File: src/rtl/cdb_arbiter.sv
// ---------------------------------------------------------------------------
// cdb_arbiter
//   Round-robin drain of the per-execution-unit result FIFOs onto the single
//   Common Data Bus. At most one non-empty FIFO is popped per cycle; the popped
//   word arrives on that FIFO's dout one cycle later and is broadcast on the
//   CDB together with its source index. A one-entry skid register absorbs the
//   single result that can still be in flight when the CDB consumer stalls.
//
// Ports
//   clk        rising-edge clock
//   reset      synchronous, active-high reset
//   src_empty  [N_SRC]        empty flag of each result FIFO (bit i = source i)
//   src_dout   [N_SRC*WIDTH]  FIFO dout buses, source i at [i*WIDTH +: WIDTH]
//   src_r_en   [N_SRC]        one-hot-or-zero pop request to the FIFOs
//   cdb_stall  1              consumer cannot accept; hold the broadcast
//   cdb_valid  1              broadcast valid
//   cdb_data   [WIDTH]        broadcast result
//   cdb_src    [SW]           source FIFO index of cdb_data
// ---------------------------------------------------------------------------
module cdb_arbiter #(
  parameter  int N_SRC = 4,
  parameter  int WIDTH = 8,
  localparam int SW    = (N_SRC > 1) ? $clog2(N_SRC) : 1
) (
  input  logic                   clk,
  input  logic                   reset,
  input  logic [N_SRC-1:0]       src_empty,
  input  logic [N_SRC*WIDTH-1:0] src_dout,
  output logic [N_SRC-1:0]       src_r_en,
  input  logic                   cdb_stall,
  output logic                   cdb_valid,
  output logic [WIDTH-1:0]       cdb_data,
  output logic [SW-1:0]          cdb_src
);

  // Arbitration state
  logic [SW-1:0]    rr_ptr;
  logic             inflight;
  logic [SW-1:0]    inflight_src;

  // One-entry skid buffer
  logic             skid_valid;
  logic [WIDTH-1:0] skid_data;
  logic [SW-1:0]    skid_src;

  // Combinational grant and landing-data selection
  logic             grant_ok;
  logic             grant_hit;
  logic [SW-1:0]    grant_idx;
  logic [SW-1:0]    cand_idx;
  int               cand;
  logic [WIDTH-1:0] land_data;

  // Round-robin scan starting at rr_ptr; reset masks the pop so the FIFOs,
  // which are flushed by the same reset, never see a read while clearing.
  always_comb begin
    grant_ok  = !skid_valid && !(cdb_valid && cdb_stall && inflight) && !reset;
    grant_hit = 1'b0;
    grant_idx = '0;
    cand      = 0;
    cand_idx  = '0;
    for (int k = 0; k < N_SRC; k++) begin
      cand = int'(rr_ptr) + k;
      if (cand >= N_SRC) begin
        cand = cand - N_SRC;
      end else begin
        cand = cand;
      end
      cand_idx = cand[SW-1:0];
      if (grant_ok && !grant_hit && !src_empty[cand_idx]) begin
        grant_hit = 1'b1;
        grant_idx = cand_idx;
      end else begin
        grant_hit = grant_hit;
      end
    end
    if (grant_hit) begin
      src_r_en = {{(N_SRC-1){1'b0}}, 1'b1} << grant_idx;
    end else begin
      src_r_en = '0;
    end
  end

  // Select the dout slice of the FIFO popped in the previous cycle
  always_comb begin
    land_data = '0;
    for (int k = 0; k < N_SRC; k++) begin
      if (inflight_src == SW'(k)) begin
        land_data = src_dout[k*WIDTH +: WIDTH];
      end else begin
        land_data = land_data;
      end
    end
  end

  // Pointer, in-flight tracking, output register and skid register
  always_ff @(posedge clk) begin
    if (reset) begin
      rr_ptr       <= '0;
      inflight     <= 1'b0;
      inflight_src <= '0;
      skid_valid   <= 1'b0;
      skid_data    <= '0;
      skid_src     <= '0;
      cdb_valid    <= 1'b0;
      cdb_data     <= '0;
      cdb_src      <= '0;
    end else begin
      if (grant_hit) begin
        if (grant_idx == SW'(N_SRC - 1)) begin
          rr_ptr <= '0;
        end else begin
          rr_ptr <= grant_idx + SW'(1);
        end
        inflight     <= 1'b1;
        inflight_src <= grant_idx;
      end else begin
        inflight <= 1'b0;
      end

      if (cdb_valid && cdb_stall) begin
        // Broadcast frozen; a word landing now can only go to the skid,
        // which is guaranteed empty because no grant was allowed meanwhile.
        if (inflight) begin
          skid_valid <= 1'b1;
          skid_data  <= land_data;
          skid_src   <= inflight_src;
        end else begin
          skid_valid <= skid_valid;
        end
      end else if (skid_valid) begin
        // Skid is older than any landing word, so it goes out first
        cdb_valid  <= 1'b1;
        cdb_data   <= skid_data;
        cdb_src    <= skid_src;
        skid_valid <= inflight;
        skid_data  <= land_data;
        skid_src   <= inflight_src;
      end else if (inflight) begin
        cdb_valid <= 1'b1;
        cdb_data  <= land_data;
        cdb_src   <= inflight_src;
      end else begin
        cdb_valid <= 1'b0;
      end
    end
  end

endmodule

File: config.mk
export PLATFORM = sky130hd
export DESIGN_NAME = cdb_arbiter
export DESIGN_NICKNAME = d
export VERILOG_FILES = /design/src/rtl/cdb_arbiter.sv
export SDC_FILE = /design/constraint.sdc
export NUM_CORES = 1
export LEC_CHECK = 0
export BUFFER_PORTS_ARGS = -buffer_cell sky130_fd_sc_hd__buf_4
export CELL_PAD_IN_SITES_DETAIL_PLACEMENT = 1
export CELL_PAD_IN_SITES_GLOBAL_PLACEMENT = 1
export CORE_MARGIN = 3
export CORE_UTILIZATION = 39
export CTS_CLUSTER_DIAMETER = 60
export DETAILED_ROUTE_END_ITERATION = 8
export PLACE_DENSITY_LB_ADDON = 0.1
export SLEW_MARGIN = 20
export SYNTH_ARGS = -nofsm -noshare
export SYNTH_HDL_FRONTEND = slang
export SYNTH_SLANG_ARGS = --single-unit
File: constraint.sdc
create_clock -name clk -period 5.4 [get_ports clk]
set_clock_uncertainty 0.05 [all_clocks]
set_input_delay 0.81 -clock clk [delete_from_list [all_inputs] [get_ports clk]]
set_output_delay 0.81 -clock clk [all_outputs]
set_load 0.01 [all_outputs]
==> impl_metrics.yaml <==
outcome:
  status: "complete, no violations"
timing:
  final.setup.tns_ns: 0
  max_freq_ghz: 0.311
  setup_viol: 0
  maxSlewViolCount: 0
  grt_setup_unrepaired: "no"
  hold_viol_final: 0
  hold_ws_ns: 0.453
  tightest_slew_ns: 0.850
  period_share_pct: 59.6
  relSlewSlack_pct: 43.3
  fin_crit_ns: 3.22
setup_path:
  critPathMostFrequentCell: "buf_4"
  crit_arrival_ns: 2.36
  cp-start-kind: "primary input"
  crit_path_max_fanout: 27
  crit_type: "primary input to primary output"
  cp-end-kind: "primary output"
  critPathSlowestCell: "a311oi_4"
  reg2reg_setup_slack_ns: 3.27
  r2r_cells: 7
  cpPeakStageDelay_ns: 0.41
  cp.required_ns: 4.54
  crit_chain: "buf_4 -> a311oi_4 -> nand2_1 -> a211o_1 -> ha_1 -> and3_1 -> buf_4"
  r2r_start: "skid_valid$_SDFFE_PP0P_"
  timing.rr.end: "rr_ptr[1]$_SDFFE_PP0P_"
synthesis:
  synth.distinct_cells: 33
  netlist_area_mm2: 0.00145
  syn_inst: 138
  synth_area_leaders: "dfxtp_1, mux2i_1, mux4_2"
  syn_nets: 181
  ys_seq_area_share_pct: 37.4
  syn_avg_cell_area_um2: 10.5
  synth_top_area_share_pct: 37.4
  yosysWarnings: 0
  yosys_register_bits: 27
  yosys.area.top_type: "dfxtp_1"
layout:
  n_antenna_cell: 0
  fillers: 390
  drive_above_1_share_pct: 36.2
  fin_util_pct: 54.7
  final_common_cell: "buf_4"
  final_cell_mix: "buf_4, dfxtp_1, nor2_1"
  nNetsFinal: 229
  synthToLayoutAreaGrowth_pct: 30.2
die:
  die_y_um: 66.9
  chipWidth_um: 66.9
  rows: 21
  die_area_mm2: 0.00447
  core_mm2: 0.00344
  initial_core_util_pct: 42.0
  pin_count: 54
detailed_routing:
  wirelength_um: 3640
  viasPerCell: 5.35
  drt_iter0_markers: 82
  via_count: 1237
  first_pass_iters: 4
  drc_errors: 0
  wl_per_cell_um: 15.8
  postRouteAntennaNets: 0
pwr:
  power_leakage_uw: 0.000866
  sw_frac_of_total_pct: 28.5
  totalPowerFinal_uw: 463
  p_int_uw: 331
  power_frac_clock_pct: 25.7
  pwr-share-seq_pct: 50.0
  ir_drop_uv: 126
  p_per_area_mw_per_mm2: 246
  combPwrFrac_pct: 24.3
  p_switching_uw: 132
cts:
  cts_hold_buffers: 0
  numCtsBuffers: 3
  clk-insertion-delay-late_ns: 0.27
  cts.sinks: 27
  cts.reportedPaths.clkPinSlew_ns: 0.10
  ctsResizeCount: 0
  clockBufferDepth: 2
  root_buffer: "clkbuf_8"
  cts_setup_buffers: 0
  cts_tree: "built"
  cts.htree.levels: 1
global_routing:
  grt_use_total_pct: 17.5
  grt_max_degree: 28
  grt_first_pass_wirelength_um: 5870
  antenna_found_initial: 0
  grt_pass1_vias: 1295
  grt_overflow: 0
min_path:
  hold_class: "flip-flop to flip-flop"
  holdPathEnd: "skid_src[1]$_SDFFE_PP0P_"
  whs_path_depth: 2
  hp-start: "skid_src[1]$_SDFFE_PP0P_"
place:
  dp_hpwl_um: 2870
  port_buffers: 53
  routabilityCongestion: 0.730
run:
  cap_violations: 0
==> stage by stage <==
stage          cells  worst slack (ns)  instance area, um^2
6_report         231              2.18                 1880
5_1_grt          231              2.08                 1880
4_1_cts          231              2.17                 1880
3_5_place_dp     227              2.18                 1830
3_3_place_gp     227              2.28                 1830
2_1_floorplan    138              2.55                 1450
==> critical path: cells and delay by family <==
kind / cells / cell delay (ns)
AO/OA/AOI/OAI: 2 / 0.72
AND/OR/NAND/NOR: 2 / 0.24
buffers and inverters: 2 / 0.35
adder cells (fa/ha/maj): 1 / 0.23
==> power groups by stage <==
stage	Clock (uW)	Sequential [uW]	Combinational, uW
after floorplan	0	232	68.0
after global placement	0	235	108
after detailed placement	0	236	114
after CTS	125	232	114
after global routing	134	234	125
final	119	231	112
==> cells by family (layout without fill, tap and decap cells) <==
group	Yosys count	count (layout)	synth area share (%)
AO/OA/AOI/OAI	22	22	12.2
adder cells (fa/ha/maj)	4	4	3.46
buffers and inverters	15	62	6.23
flip-flops	27	27	37.4
multiplexers	29	29	27.8
AND/OR/NAND/NOR	41	41	12.9
==> state kept, by name, summed over array words and instances (netlist names) <==
signal and count:
cdb_data 8, skid_data 8, cdb_src 2, inflight_src 2, rr_ptr 2, skid_src 2, cdb_valid 1, inflight 1
skid_valid 1
==> layout make-up <==
class                   count  area (um^2)  area share (%)
clock buffers               3         41.3            2.19
clock inverters             1         7.51           0.399
inverters                   4         15.0           0.798
multi-input cells          96          815            43.3
flip-flops and latches     27          541            28.7
well taps                  46         57.6            3.06
repair buffers             54          405            21.5
==> worst max-delay path by stage <==
stage | from | endpoint | slack, ns | cells past startpoint
6_report | reset | src_r_en[0] | 2.18 | 7
5_1_grt | reset | src_r_en[0] | 2.08 | 7
3_3_place_gp | reset | src_r_en[2] | 2.28 | 7
2_1_floorplan | reset | src_r_en[1] | 2.55 | 7
4_1_cts | reset | src_r_en[0] | 2.17 | 7
3_5_place_dp | reset | src_r_en[0] | 2.18 | 7
==> cell usage after synthesis <==
library cell   n
a211o_1        1
a211oi_1      10
a21boi_0       1
a21o_1         1
a21oi_1        3
a21oi_2        1
a311oi_4       1
and2_1         1
and3_1         4
buf_2          4
buf_4          1
buf_6          2
clkbuf_1       3
clkbuf_8       1
dfxtp_1       27
ha_1           4
inv_1          3
inv_2          1
mux2i_1       21
mux4_1         3
mux4_2         5
nand2_1        3
nand2b_1       3
nand3_1        2
nand4_1        1
nor2_1        23
nor2b_1        1
nor3_1         2
o21a_1         1
o21ai_0        1
o221ai_1       1
o22ai_1        1
or2_2          1
==> routing by layer <==
layer / share of wire (%) / vias to the layer above / global-route usage, % / wire [um]
met5: 0 / - / 0 / 0
met1: 42 / 596 / 20.2 / 1540
li1: - / 597 / - / -
met3: 5.7 / 2 / 4.38 / 209
met4: 0.49 / 0 / 3.80 / 18
met2: 51 / 42 / 32.3 / 1870
Note: power is estimated with default switching activity, not from simulation.
